[config.mk]
export PLATFORM = sky130hd
export DESIGN_NAME = alu_control
export DESIGN_NICKNAME = d
export VERILOG_FILES = /design/src/rtl/alu_control.sv
export SDC_FILE = /design/constraint.sdc
export NUM_CORES = 1
export LEC_CHECK = 0
export ABC_AREA = 0
export CORE_MARGIN = 2
export CORE_UTILIZATION = 25
export CTS_CLUSTER_SIZE = 14
export DETAILED_ROUTE_END_ITERATION = 8
export GPL_TIMING_DRIVEN = 0
export RECOVER_POWER = 25
export SYNTH_ARGS = -nofsm -noshare
export SYNTH_HDL_FRONTEND = slang
export SYNTH_SLANG_ARGS = --single-unit
[constraint.sdc]
create_clock -name clk -period 1.45 [get_ports clk]
set_input_delay 0.29 -clock clk [delete_from_list [all_inputs] [get_ports clk]]
set_output_delay 0.29 -clock clk [all_outputs]
set_load 0.01 [all_outputs]
[src/rtl/alu_control.sv]
// ALU control sequencer: decodes a requested funct into per-unit command codes
// for the ALU, shifter and multiplier and a select code for the result MUX.
// Single-cycle ops finish in one cycle. MULTU occupies 32 cycles and ends with
// a HI/LO write. Every output is a register, so start/funct never reach an
// output combinationally.
module alu_control (
  input  logic       clk,
  input  logic       reset,
  input  logic       start,
  input  logic [5:0] funct,
  output logic [5:0] SignaltoALU,
  output logic [5:0] SignaltoSHT,
  output logic [5:0] SignaltoMULTU,
  output logic [5:0] SignaltoMUX,
  output logic       busy,
  output logic       done,
  output logic       hilo_we,
  output logic       illegal
);

  localparam logic [5:0] FN_AND   = 6'b100100;
  localparam logic [5:0] FN_OR    = 6'b100101;
  localparam logic [5:0] FN_ADD   = 6'b100000;
  localparam logic [5:0] FN_SUB   = 6'b100010;
  localparam logic [5:0] FN_SLT   = 6'b101010;
  localparam logic [5:0] FN_SLL   = 6'b000000;
  localparam logic [5:0] FN_MULTU = 6'b011001;
  localparam logic [5:0] FN_MFHI  = 6'b010000;
  localparam logic [5:0] FN_MFLO  = 6'b010010;
  localparam logic [5:0] NOP      = 6'b111111;

  // The final multiply cycle is the one where the counter reads this value.
  localparam logic [5:0] MULT_LAST = 6'd31;

  typedef enum logic [1:0] {
    IDLE,
    SINGLE,
    MULT
  } state_t;

  state_t     state;
  state_t     state_next;
  logic [5:0] count;
  logic [5:0] count_next;
  logic [5:0] alu_next;
  logic [5:0] sht_next;
  logic [5:0] multu_next;
  logic [5:0] mux_next;
  logic       busy_next;
  logic       done_next;
  logic       hilo_next;
  logic       illegal_next;

  // State, counter and all outputs register the values decided below.
  always_ff @(posedge clk) begin
    if (reset) begin
      state         <= IDLE;
      count         <= 6'd0;
      SignaltoALU   <= NOP;
      SignaltoSHT   <= NOP;
      SignaltoMULTU <= NOP;
      SignaltoMUX   <= NOP;
      busy          <= 1'b0;
      done          <= 1'b0;
      hilo_we       <= 1'b0;
      illegal       <= 1'b0;
    end else begin
      state         <= state_next;
      count         <= count_next;
      SignaltoALU   <= alu_next;
      SignaltoSHT   <= sht_next;
      SignaltoMULTU <= multu_next;
      SignaltoMUX   <= mux_next;
      busy          <= busy_next;
      done          <= done_next;
      hilo_we       <= hilo_next;
      illegal       <= illegal_next;
    end
  end

  // Next-state and next-output decode; everything idles at NOP/0 unless a case claims it.
  always_comb begin
    state_next   = state;
    count_next   = count;
    alu_next     = NOP;
    sht_next     = NOP;
    multu_next   = NOP;
    mux_next     = NOP;
    busy_next    = 1'b0;
    done_next    = 1'b0;
    hilo_next    = 1'b0;
    illegal_next = 1'b0;

    case (state)
      IDLE: begin
        if (start) begin
          case (funct)
            FN_AND, FN_OR, FN_ADD, FN_SUB, FN_SLT: begin
              state_next = SINGLE;
              alu_next   = funct;
              mux_next   = funct;
              busy_next  = 1'b1;
              done_next  = 1'b1;
            end
            FN_SLL: begin
              state_next = SINGLE;
              sht_next   = funct;
              mux_next   = funct;
              busy_next  = 1'b1;
              done_next  = 1'b1;
            end
            FN_MFHI, FN_MFLO: begin
              state_next = SINGLE;
              mux_next   = funct;
              busy_next  = 1'b1;
              done_next  = 1'b1;
            end
            FN_MULTU: begin
              state_next = MULT;
              count_next = 6'd0;
              multu_next = FN_MULTU;
              busy_next  = 1'b1;
            end
            default: begin
              // Unsupported code: flag it and finish at once without leaving IDLE.
              illegal_next = 1'b1;
              done_next    = 1'b1;
            end
          endcase
        end
      end

      SINGLE: begin
        // The result was presented this cycle; a start arriving now is dropped.
        state_next = IDLE;
      end

      MULT: begin
        if (count == MULT_LAST) begin
          state_next = IDLE;
          count_next = 6'd0;
        end else begin
          count_next = count + 6'd1;
          multu_next = FN_MULTU;
          busy_next  = 1'b1;
          // The registered outputs show next cycle's values, so the
          // completion pulse is raised while the counter still reads 30.
          if (count == MULT_LAST - 6'd1) begin
            hilo_next = 1'b1;
            done_next = 1'b1;
          end
        end
      end

      default: begin
        state_next = IDLE;
        count_next = 6'd0;
      end
    endcase
  end

endmodule

; Word level (Yosys, flattened, before mapping)
; Cells that the tools add are included.
[totals]
out_inout_bits = 28
reg_bits = 36
wordCells = 68
in_bits = 9
[op_classes]
n_addsub = 1
n_reduce_logical = 12
n_eq_ne = 16
muxes = 22
bitwise_logic = 7
[ops]
columns = op, count
row1 = $mux 6, 6
row2 = $eq 6x5->1 const B, 5
row3 = $eq 6x6->1 const B, 5
row4 = $pmux 6 s3, 1
row5 = $pmux 6 s2, 1
row6 = $reduce_or 4->1, 3
row7 = $reduce_or 9->1, 1
row8 = $mux 1, 8
row9 = $pmux 2 s2, 2
row10 = $reduce_or 8->1, 1
row11 = $not 1->1, 7
row12 = $add 6x1->6 const B, 1
row13 = $logic_not 6->1, 1
row14 = $reduce_and 3->1, 2
row15 = $reduce_or 5->1, 1
row16 = $mux 2, 2
row17 = $ne 2x2->1 const B, 2
row18 = $pmux 1 s2, 2
row19 = $ne 3x2->1 const B, 1
row20 = $reduce_or 3->1, 1
row21 = $eq 2x1->1 const B, 1
row22 = $eq 2x2->1 const B, 1
row23 = $logic_not 2->1, 1
row24 = $ne 2x1->1 const B, 1
row25 = $reduce_or 2->1, 1

; Logic depth before layout (Yosys ltp)
; Gate-level depths: netlist of run 1.
[logic_depth]
depth_word = 5
depth_mapped = 6
ltp_nobuf = 5

; Worst setup path after synthesis of run 1
; OpenSTA, ideal clock, no wires.
[synth_timing]
kind = input to register
startpoint = input port funct[0]
endpoint = register SignaltoMUX[0]
required_time_ps = 1323
path_buffers = 1
slack_ps = -59
setup_ps = 127
t_arrival_ps = 1382
path_stages = 6
path_cell_list = buf_6 -> nor2_2 -> a21oi_1 -> o31a_1 -> o22a_1 -> or3_1
[synth_between]
elab_chain_cells = 4
elab_cells_between_ends = 11
cone_classes = eq/ne: 7 / bitwise: 1 / reduce/logical: 3
[synth_rtl]
columns = item, line_no
row1 = from (decl), 10  ; input logic [5:0] funct,
row2 = "$eq 6x5->1, or another cell as far along", 97  ; case (funct)
row3 = $reduce_or 8->1 (no source line), --
row4 = $not 1->1 (no source line), --
row5 = $reduce_or 4->1 (no source line), --
row6 = to (signal assigned), 73  ; SignaltoMUX <= mux_next;
row7 = to (decl), 14  ; output logic [5:0] SignaltoMUX,
; Several ways; a longest one is shown, not always the timed one.
; A chain may end at the register's enable or synchronous reset.

; Final worst setup path of run 1
[layout_timing]
startpoint = input port reset
endpoint = register SignaltoMUX[5]
[layout_between]
elab_chain_cells = 1
[layout_rtl]
columns = item, line_no
row1 = from (decl), 8  ; input logic reset,
row2 = $reduce_or 4->1 (no source line), --
; Every way passes these cells.

==> results of run 1 <==
-- state kept, by name, indices dropped and copies added (netlist names) --
name,cells
count,6
SignaltoSHT,6
SignaltoMUX,6
state,2
SignaltoMULTU,1
SignaltoALU,6
busy,1
hilo_we,1
illegal,1
done,1
-- per-stage QoR --
step	area [um2]	total power (uW)	cells
detailed placement	1610	1020	211
global route	1750	1770	221
finish	1750	1670	221
floorplan	1220	952	125
CTS	1750	1700	221
global placement	1610	1020	211
-- worst paths after layout --
kind              startpoint        endpoint
setup / recovery       reset  SignaltoMUX[5]
hold reg to reg     count[4]        count[4]
setup reg to reg    state[1]  SignaltoMUX[5]
hold / removal      funct[0]  SignaltoALU[0]
-- final cells by class --
type | count | area (um2) | area share
buffer | 7 | 53.8 | 0.0307
clock buffer | 6 | 82.6 | 0.0471
clock inverter | 1 | 5.00 | 0.00286
inverter | 3 | 11.3 | 0.00642
multi-input combinational | 83 | 583 | 0.333
sequential | 31 | 621 | 0.354
tap | 54 | 67.6 | 0.0385
timing repair buffer | 36 | 329 | 0.188
-- metal layers --
metal,global-route usage,vias to the layer above,routed length [um]
li1,-,498,-
met1,0.121,437,1130
met2,0.154,29,1100
met3,0.0594,4,193
met4,0.0309,0,19
met5,0,-,0
-- kinds of logic after synthesis --
| family | Yosys count |
|---|---|
| AND/OR/NAND/NOR | 54 |
| flip-flops | 31 |
| AO/OA/AOI/OAI | 18 |
| buffers and inverters | 11 |
| XOR/XNOR | 4 |
| adder cells (fa/ha/maj) | 2 |
| other | 1 |
| multiplexers | 1 |
-- cell usage in the layout, fill, tap and decap left out, drive strengths merged, types with 2 or more instances in the layout --
cell / n
a21oi: 3
buf: 12
clkbuf: 8
clkdlybuf4s25: 9
clkdlybuf4s50: 15
conb: 4
dfxtp: 31
dlygate4sd2: 5
ha: 2
inv: 3
nand2: 13
nand2b: 6
nand3: 6
nand3b: 2
nor2: 9
nor2b: 5
nor3: 2
nor3b: 2
o21ai: 4
o31a: 2
or3: 5
xnor2: 3
-- power by group through the flow --
stage	sequential, uW	combinational [uW]	clock, uW
6_report	867	143	655
5_1_grt	868	156	741
4_1_cts	867	141	691
3_5_place_dp	885	131	0
3_3_place_gp	886	131	0
2_1_floorplan	890	62.4	0
-- synthesized netlist by cell type (2+ instances only) --
master	number	share of area
dfxtp_1	31	0.52
nor2b_1	5	0.026
nor2_1	7	0.022
o31a_1	2	0.015
nand2b_1	6	0.031
nand2_1	13	0.041
nor3b_2	2	0.021
clkbuf_1	2	0.0063
nor2_2	2	0.010
or3_1	5	0.026
ha_1	2	0.021
nand3_1	6	0.025
o21ai_0	4	0.017
nand3b_1	2	0.013
buf_4	5	0.031
nor3_1	2	0.0084
a21oi_1	3	0.013
xnor2_1	3	0.022
inv_1	3	0.0094
-- repair_timing --
| action | 4_1_cts | 5_1_grt |
|---|---|---|
| endpoints found under the setup margin | 31 | 21 |
| setup buffers | 4 | 0 |
| pin swaps | 3 | 2 |
| gates resized for setup | 26 | 15 |
-- critical path, cell delays in order --
cell	delay [ns]
clkdlybuf4s50_1	0.51
nor2_2	0.17
nand2_1	0.12
buf_2	0.19
or3_1	0.31
==> impl_results.html, run 1 <==
<table>
<tr><th>Metric</th><th>Value</th></tr>
<tr><th colspan="2">Outcome</th></tr>
<tr><td>Outcome</td><td>finished, final reports clean</td></tr>
<tr><th colspan="2">Pwr</th></tr>
<tr><td>Internal power</td><td>~1300 uW</td></tr>
<tr><td>Proportion of total power due to net switching</td><td>0.218</td></tr>
<tr><td>Sequential share of power</td><td>0.521</td></tr>
<tr><td>Share of total power in the clock network</td><td>0.394</td></tr>
<tr><td>Leak</td><td>approximately 0.00067 uW</td></tr>
<tr><td>Switching pwr</td><td>363 uW</td></tr>
<tr><td>Combinational cell fraction of total power</td><td>0.086</td></tr>
<tr><td>Cell area power density</td><td>950 nW/um2</td></tr>
<tr><td>Maximum VDD drop</td><td>0.000470 V</td></tr>
<tr><th colspan="2">Die</th></tr>
<tr><td>Die area</td><td>5360 um2</td></tr>
<tr><td>Standard-cell row count</td><td>25</td></tr>
<tr><td>Initial core utilization</td><td>0.257</td></tr>
<tr><td>Number of ports placed on the die boundary</td><td>37</td></tr>
<tr><td>Vertical die dimension</td><td>roughly 73 um</td></tr>
<tr><td>Area of the core</td><td>4660 um2</td></tr>
<tr><td>Die span in x</td><td>around 73 um</td></tr>
<tr><th colspan="2">Timing</th></tr>
<tr><td>Hold slack</td><td>0.273 ns</td></tr>
<tr><td>Relative slew margins</td><td>0.667</td></tr>
<tr><td>Number of max-slew violations in the final report</td><td>0</td></tr>
<tr><td>Final critical delay including setup and external delays</td><td>1.43 ns</td></tr>
<tr><td>Highest clock frequency the design can meet</td><td>0.697 GHz</td></tr>
<tr><td>Final setup vio count</td><td>0</td></tr>
<tr><td>Unrepaired setup endpoints after global routing</td><td>true</td></tr>
<tr><td>Setup TNS</td><td>0 ns</td></tr>
<tr><td>Max Clock Skew</td><td>between 0.004 and 0.005 ns</td></tr>
<tr><td>Min setup slack post-route</td><td>0.0151 ns</td></tr>
<tr><td>Transition time at the pin with the least slew margin</td><td>between 0.4 and 0.5 ns</td></tr>
<tr><td>Final critical-path share of the clock period</td><td>0.990</td></tr>
<tr><td>Final count of hold timing violations</td><td>0</td></tr>
<tr><th colspan="2">Placement</th></tr>
<tr><td>Detailed Place HPWL</td><td>between 1.5 and 2 mm</td></tr>
<tr><td>Buffers added on ports</td><td>32</td></tr>
<tr><td>Setup slack after placement</td><td>-0.774 ns</td></tr>
<tr><td>Routability Congestion</td><td>approximately 0.80</td></tr>
<tr><th colspan="2">Global routing</th></tr>
<tr><td>Initial antenna violation count</td><td>0</td></tr>
<tr><td>Largest net degree at the start of global routing</td><td>11</td></tr>
<tr><td>Wire length of the first global-routing pass</td><td>4.04 mm</td></tr>
<tr><td>Total track usage</td><td>0.102</td></tr>
<tr><td>Remaining global-route overflow</td><td>0</td></tr>
<tr><td>Via count of the first global-routing pass</td><td>905</td></tr>
<tr><th colspan="2">Synthesis</th></tr>
<tr><td>Number of distinct library cells after synthesis</td><td>36</td></tr>
<tr><td>Sequential area share after synthesis</td><td>0.518</td></tr>
<tr><td>Main combinational cell family by area after synthesis</td><td>simple AND/OR/NAND/NOR gates</td></tr>
<tr><td>Number of storage elements in the synthesis netlist</td><td>31</td></tr>
<tr><td>Simple logic cell fraction of the synthesized area</td><td>0.252</td></tr>
<tr><td>Fraction of synthesized cell area in xor and xnor cells</td><td>0.0293</td></tr>
<tr><td>Number of enable flip-flop cells after synthesis</td><td>0</td></tr>
<tr><td>Share of synthesized area spent on multiplexers</td><td>0.00836</td></tr>
<tr><td>Adder-cell area share of the yosys netlist</td><td>0.0209</td></tr>
<tr><td>Cell Area, Synth</td><td>around 1200 um2</td></tr>
<tr><td>Post-synthesis async set-or-reset flop share</td><td>0</td></tr>
<tr><td>Per-instance average area after synthesis</td><td>9.81 um2</td></tr>
<tr><td>Leading register cell type out of synthesis</td><td>dfxtp_1</td></tr>
<tr><td>Synth Area in Compound Gates</td><td>0.112</td></tr>
<tr><td>Yosys Warn Count</td><td>0</td></tr>
<tr><td>Gate count of the mapped netlist</td><td>between 100 and 150</td></tr>
<tr><th colspan="2">Layout</th></tr>
<tr><td>Syn-to-layout area delta</td><td>46.4%</td></tr>
<tr><td>Fin nets</td><td>178</td></tr>
<tr><td>Number of fill cells in the layout</td><td>489</td></tr>
<tr><td>Share of layout cells above drive strength 1</td><td>0.204</td></tr>
<tr><td># diodes</td><td>0</td></tr>
<tr><td>Final standard cell utilization of the core</td><td>0.376</td></tr>
<tr><th colspan="2">CTS</th></tr>
<tr><td>Inserted Clock Buffers</td><td>5</td></tr>
<tr><td>Worst-Skew Late Latency</td><td>0.28 ns</td></tr>
<tr><td>Number of levels in the clock H-tree</td><td>2</td></tr>
<tr><td>Maximum number of buffers from clock root to sink</td><td>2</td></tr>
<tr><td>Clock tree from TritonCTS</td><td>built</td></tr>
<tr><td>Buffer cell driving the clock tree root</td><td>clkbuf_8</td></tr>
<tr><td># hold bufs at CTS</td><td>0</td></tr>
<tr><td>Clock sink count</td><td>31</td></tr>
<tr><td>Clock transition at the registers of the reported paths</td><td>0.06 ns</td></tr>
<tr><th colspan="2">Min path</th></tr>
<tr><td>Worst hold path class</td><td>in2reg</td></tr>
<tr><td>Hold Path Stages</td><td>2</td></tr>
<tr><th colspan="2">Worst setup path</th></tr>
<tr><td>Arrival time at the worst endpoint</td><td>around 1.6 ns</td></tr>
<tr><td>Worst setup slack for register-to-register paths</td><td>0.10 ns</td></tr>
<tr><td>Setup crit end kind</td><td>flip-flop</td></tr>
<tr><td>Worst endpoint required time</td><td>1.61 ns</td></tr>
<tr><td>Startpoint Class</td><td>input pin</td></tr>
<tr><td>Crit path kind</td><td>in2reg</td></tr>
<tr><td>R2R depth</td><td>4</td></tr>
<tr><td>Highest fanout seen on the critical path</td><td>10</td></tr>
<tr><th colspan="2">Route</th></tr>
<tr><td>Vias per std cell</td><td>4.38</td></tr>
<tr><td>Via count</td><td>around 970</td></tr>
<tr><td>Violation count after the first detailed-route iteration</td><td>42</td></tr>
<tr><td># DRC</td><td>0</td></tr>
<tr><td>Antenna violation net count after detailed routing</td><td>0</td></tr>
<tr><td>Routed length per instance</td><td>~11 um</td></tr>
<tr><td>Number of detailed-route iterations in the first pass</td><td>4</td></tr>
<tr><td>Total wirelength of the detailed-routed design</td><td>around 2.4 mm</td></tr>
<tr><th colspan="2">Job</th></tr>
<tr><td>Count of max-cap constraint violations</td><td>0</td></tr>
</table>
No activity file was read; power rests on OpenSTA's default activity.
==> run 2: changes to the inputs <==
--- a/config.mk
+++ b/config.mk
@@ -6,10 +6,10 @@
 export NUM_CORES = 1
 export LEC_CHECK = 0
 export ABC_AREA = 0
-export CORE_MARGIN = 2
 export CORE_UTILIZATION = 25
 export CTS_CLUSTER_SIZE = 14
 export DETAILED_ROUTE_END_ITERATION = 8
+export GPL_ROUTABILITY_DRIVEN = 0
 export GPL_TIMING_DRIVEN = 0
 export RECOVER_POWER = 25
 export SYNTH_ARGS = -nofsm -noshare
==> impl_results.html, run 2 (synthesis results as in run 1) <==
<table>
<tr><th>Metric</th><th>Value</th></tr>
<tr><th colspan="2">Die</th></tr>
<tr><td>Initial core utilization</td><td>0.268</td></tr>
<tr><td>Vertical die dimension</td><td>71.2 um</td></tr>
<tr><td>Die area</td><td>5070 um2</td></tr>
<tr><td>Number of ports placed on the die boundary</td><td>37</td></tr>
<tr><td>Standard-cell row count</td><td>24</td></tr>
<tr><td>Die span in x</td><td>71.2 um</td></tr>
<tr><td>Area of the core</td><td>4470 um2</td></tr>
<tr><th colspan="2">Pwr</th></tr>
<tr><td>Cell area power density</td><td>about 1100 nW/um2</td></tr>
<tr><td>Maximum VDD drop</td><td>approximately 0.00038 V</td></tr>
<tr><td>Leak</td><td>0.000690 uW</td></tr>
<tr><th colspan="2">Outcome</th></tr>
<tr><td>Outcome</td><td>finished, violations left</td></tr>
<tr><td>Failing checks</td><td>design-rule violations</td></tr>
<tr><th colspan="2">Global routing</th></tr>
<tr><td>Wire length of the first global-routing pass</td><td>around 4 mm</td></tr>
<tr><td>Met1 Usage GRT</td><td>0.0996</td></tr>
<tr><td>Remaining global-route overflow</td><td>0</td></tr>
<tr><td>Initial antenna violation count</td><td>0</td></tr>
<tr><td>Largest net degree at the start of global routing</td><td>11</td></tr>
<tr><td>Total track usage</td><td>0.107</td></tr>
<tr><td>Via count of the first global-routing pass</td><td>949</td></tr>
<tr><td>Layer carrying the most global-route usage</td><td>met2</td></tr>
<tr><td>GR Util met3</td><td>0.0470</td></tr>
<tr><td>Met2 track demand over resource</td><td>0.192</td></tr>
<tr><th colspan="2">Worst setup path</th></tr>
<tr><td>Worst R2R Start</td><td>state[1]</td></tr>
<tr><td>Arrival time at the worst endpoint</td><td>between 1.5 and 2 ns</td></tr>
<tr><td>Worst endpoint required time</td><td>1.61 ns</td></tr>
<tr><td>Setup crit end kind</td><td>flip-flop</td></tr>
<tr><td>Critical path origin</td><td>start</td></tr>
<tr><td>Highest fanout seen on the critical path</td><td>10</td></tr>
<tr><td>Startpoint Class</td><td>input pin</td></tr>
<tr><td>Crit path kind</td><td>in2reg</td></tr>
<tr><th colspan="2">Layout</th></tr>
<tr><td>Number of fill cells in the layout</td><td>442</td></tr>
<tr><td>Share of layout cells above drive strength 1</td><td>0.205</td></tr>
<tr><td>Most frequent cells in the layout</td><td>31 x dfxtp_1, 14 x clkdlybuf4s50_1, 13 x nand2_1</td></tr>
<tr><td>Final instance area</td><td>~1800 um2</td></tr>
<tr><td>Fin nets</td><td>176</td></tr>
<tr><td>Most frequent standard cell in the layout excluding fill and tap cells</td><td>dfxtp_1</td></tr>
<tr><td>Syn-to-layout area delta</td><td>47.8%</td></tr>
<tr><td>Sequential cell area in the final layout</td><td>621 um2</td></tr>
<tr><td># diodes</td><td>0</td></tr>
<tr><td>Multi-input combinational cell area</td><td>588 um2</td></tr>
<tr><th colspan="2">Timing</th></tr>
<tr><td>Min setup slack post-route</td><td>0.0350 ns</td></tr>
<tr><td>Max Clock Skew</td><td>0.00980 ns</td></tr>
<tr><td>Highest clock frequency the design can meet</td><td>0.707 GHz</td></tr>
<tr><td>Final setup vio count</td><td>0</td></tr>
<tr><td>Transition time at the pin with the least slew margin</td><td>0.535 ns</td></tr>
<tr><td>Final critical-path share of the clock period</td><td>0.976</td></tr>
<tr><td>Relative slew margins</td><td>0.642</td></tr>
<tr><td>Number of max-slew violations in the final report</td><td>0</td></tr>
<tr><td>Final count of hold timing violations</td><td>0</td></tr>
<tr><td>Unrepaired setup endpoints after global routing</td><td>true</td></tr>
<tr><td>Final critical delay including setup and external delays</td><td>1.41 ns</td></tr>
<tr><th colspan="2">CTS</th></tr>
<tr><td>Worst-Skew Late Latency</td><td>~0.28 ns</td></tr>
<tr><td>Maximum number of buffers from clock root to sink</td><td>2</td></tr>
<tr><td>Clock sink count</td><td>31</td></tr>
<tr><td>Buffer cell driving the clock tree root</td><td>clkbuf_8</td></tr>
<tr><td>Clock tree from TritonCTS</td><td>built</td></tr>
<tr><td>Inserted Clock Buffers</td><td>5</td></tr>
<tr><td>Clock transition at the registers of the reported paths</td><td>roughly 0.070 ns</td></tr>
<tr><td>Number of levels in the clock H-tree</td><td>2</td></tr>
<tr><th colspan="2">Placement</th></tr>
<tr><td>Detailed Place HPWL</td><td>1.82 mm</td></tr>
<tr><td>Area post-placement</td><td>1600 um2</td></tr>
<tr><td>Buffers added on ports</td><td>32</td></tr>
<tr><td>Setup slack after placement</td><td>-0.674 ns</td></tr>
<tr><th colspan="2">Min path</th></tr>
<tr><td>Worst hold path class</td><td>in2reg</td></tr>
<tr><td>Hold path startpoint</td><td>funct[0]</td></tr>
<tr><th colspan="2">Route</th></tr>
<tr><td>Violation count after the first detailed-route iteration</td><td>78</td></tr>
<tr><td>Via count</td><td>989</td></tr>
<tr><td>Total wirelength of the detailed-routed design</td><td>2.47 mm</td></tr>
<tr><td># DRC</td><td>5</td></tr>
<tr><td>Number of detailed-route iterations in the first pass</td><td>6</td></tr>
<tr><td>Routed length per instance</td><td>11.3 um</td></tr>
<tr><td>Antenna violation net count after detailed routing</td><td>0</td></tr>
<tr><td>Vias per std cell</td><td>4.54</td></tr>
<tr><th colspan="2">Job</th></tr>
<tr><td>Count of max-cap constraint violations</td><td>0</td></tr>
</table>
==> run 2: cell count changes in the layout (fill, tap and decap cells not counted) <==
cell             delta
dlymetal6s2s_1      +1
clkbuf_2            +1
dlygate4sd2_1       -1
bufinv_16           +1
nor2b_2             -1
nor2b_4             +1
clkdlybuf4s50_1     -1
buf_4               -2
==> run 2: per-stage QoR <==
stage	utilization	hold slack, ns	std cells	setup TNS, ns	total power (uW)
5_1_grt	0.395	0.256	218	-0.0324	1960
2_1_floorplan	-	0.359	125	-0.0737	952
6_report	0.395	0.256	218	0	1870
3_5_place_dp	0.358	0.471	209	-14.61	1020
4_1_cts	0.393	0.248	217	0	1900
3_3_place_gp	0.358	0.456	209	-14.03	1010
==> run 2: critical path, cell delays in order <==
cell and delay (ns):
clkdlybuf4s50_1 0.51, nor2b_4 0.17, nand2_1 0.11, buf_2 0.18, or3_1 0.31
==> run 2: what timing repair did <==
action,4_1_cts,5_1_grt
pin swaps,1,3
setup endpoints to repair,29,23
hold buffers,0,0
hold endpoints to repair,0,0
buffers inserted,1,1
gates resized for setup,26,18
==> run 2: cell type report <==
| class | count | area share |
|---|---|---|
| Buffer | 7 | 0.0304 |
| Clock inverter | 2 | 0.0198 |
| Tap cell | 52 | 0.0368 |
| Clock buffer | 6 | 0.0467 |
| Timing Repair Buffer | 34 | 0.177 |
| Sequential cell | 31 | 0.351 |
| Inverter | 3 | 0.00636 |
| Multi-Input combinational cell | 83 | 0.332 |
==> run 2: worst paths after layout <==
path                    end  slack (ns)  cells past startpoint
max          SignaltoMUX[5]        0.04                      5
max reg2reg  SignaltoMUX[5]        0.12                      4
min          SignaltoALU[0]        0.26                      2
min reg2reg        count[4]        0.49                      1
==> run 2: power by group <==
part	switching, uW	internal (uW)	total, uW
Sequential	4.68	863	867
Combinational	71.6	67.8	139
Clock	310	555	865
==> run 2: layer usage <==
metal	wire length (um)	vias to the layer above	part of all wire
met5	0	-	0
met4	76	0	0.031
met3	205	8	0.083
met2	1260	30	0.51
met1	926	459	0.38
li1	-	492	-
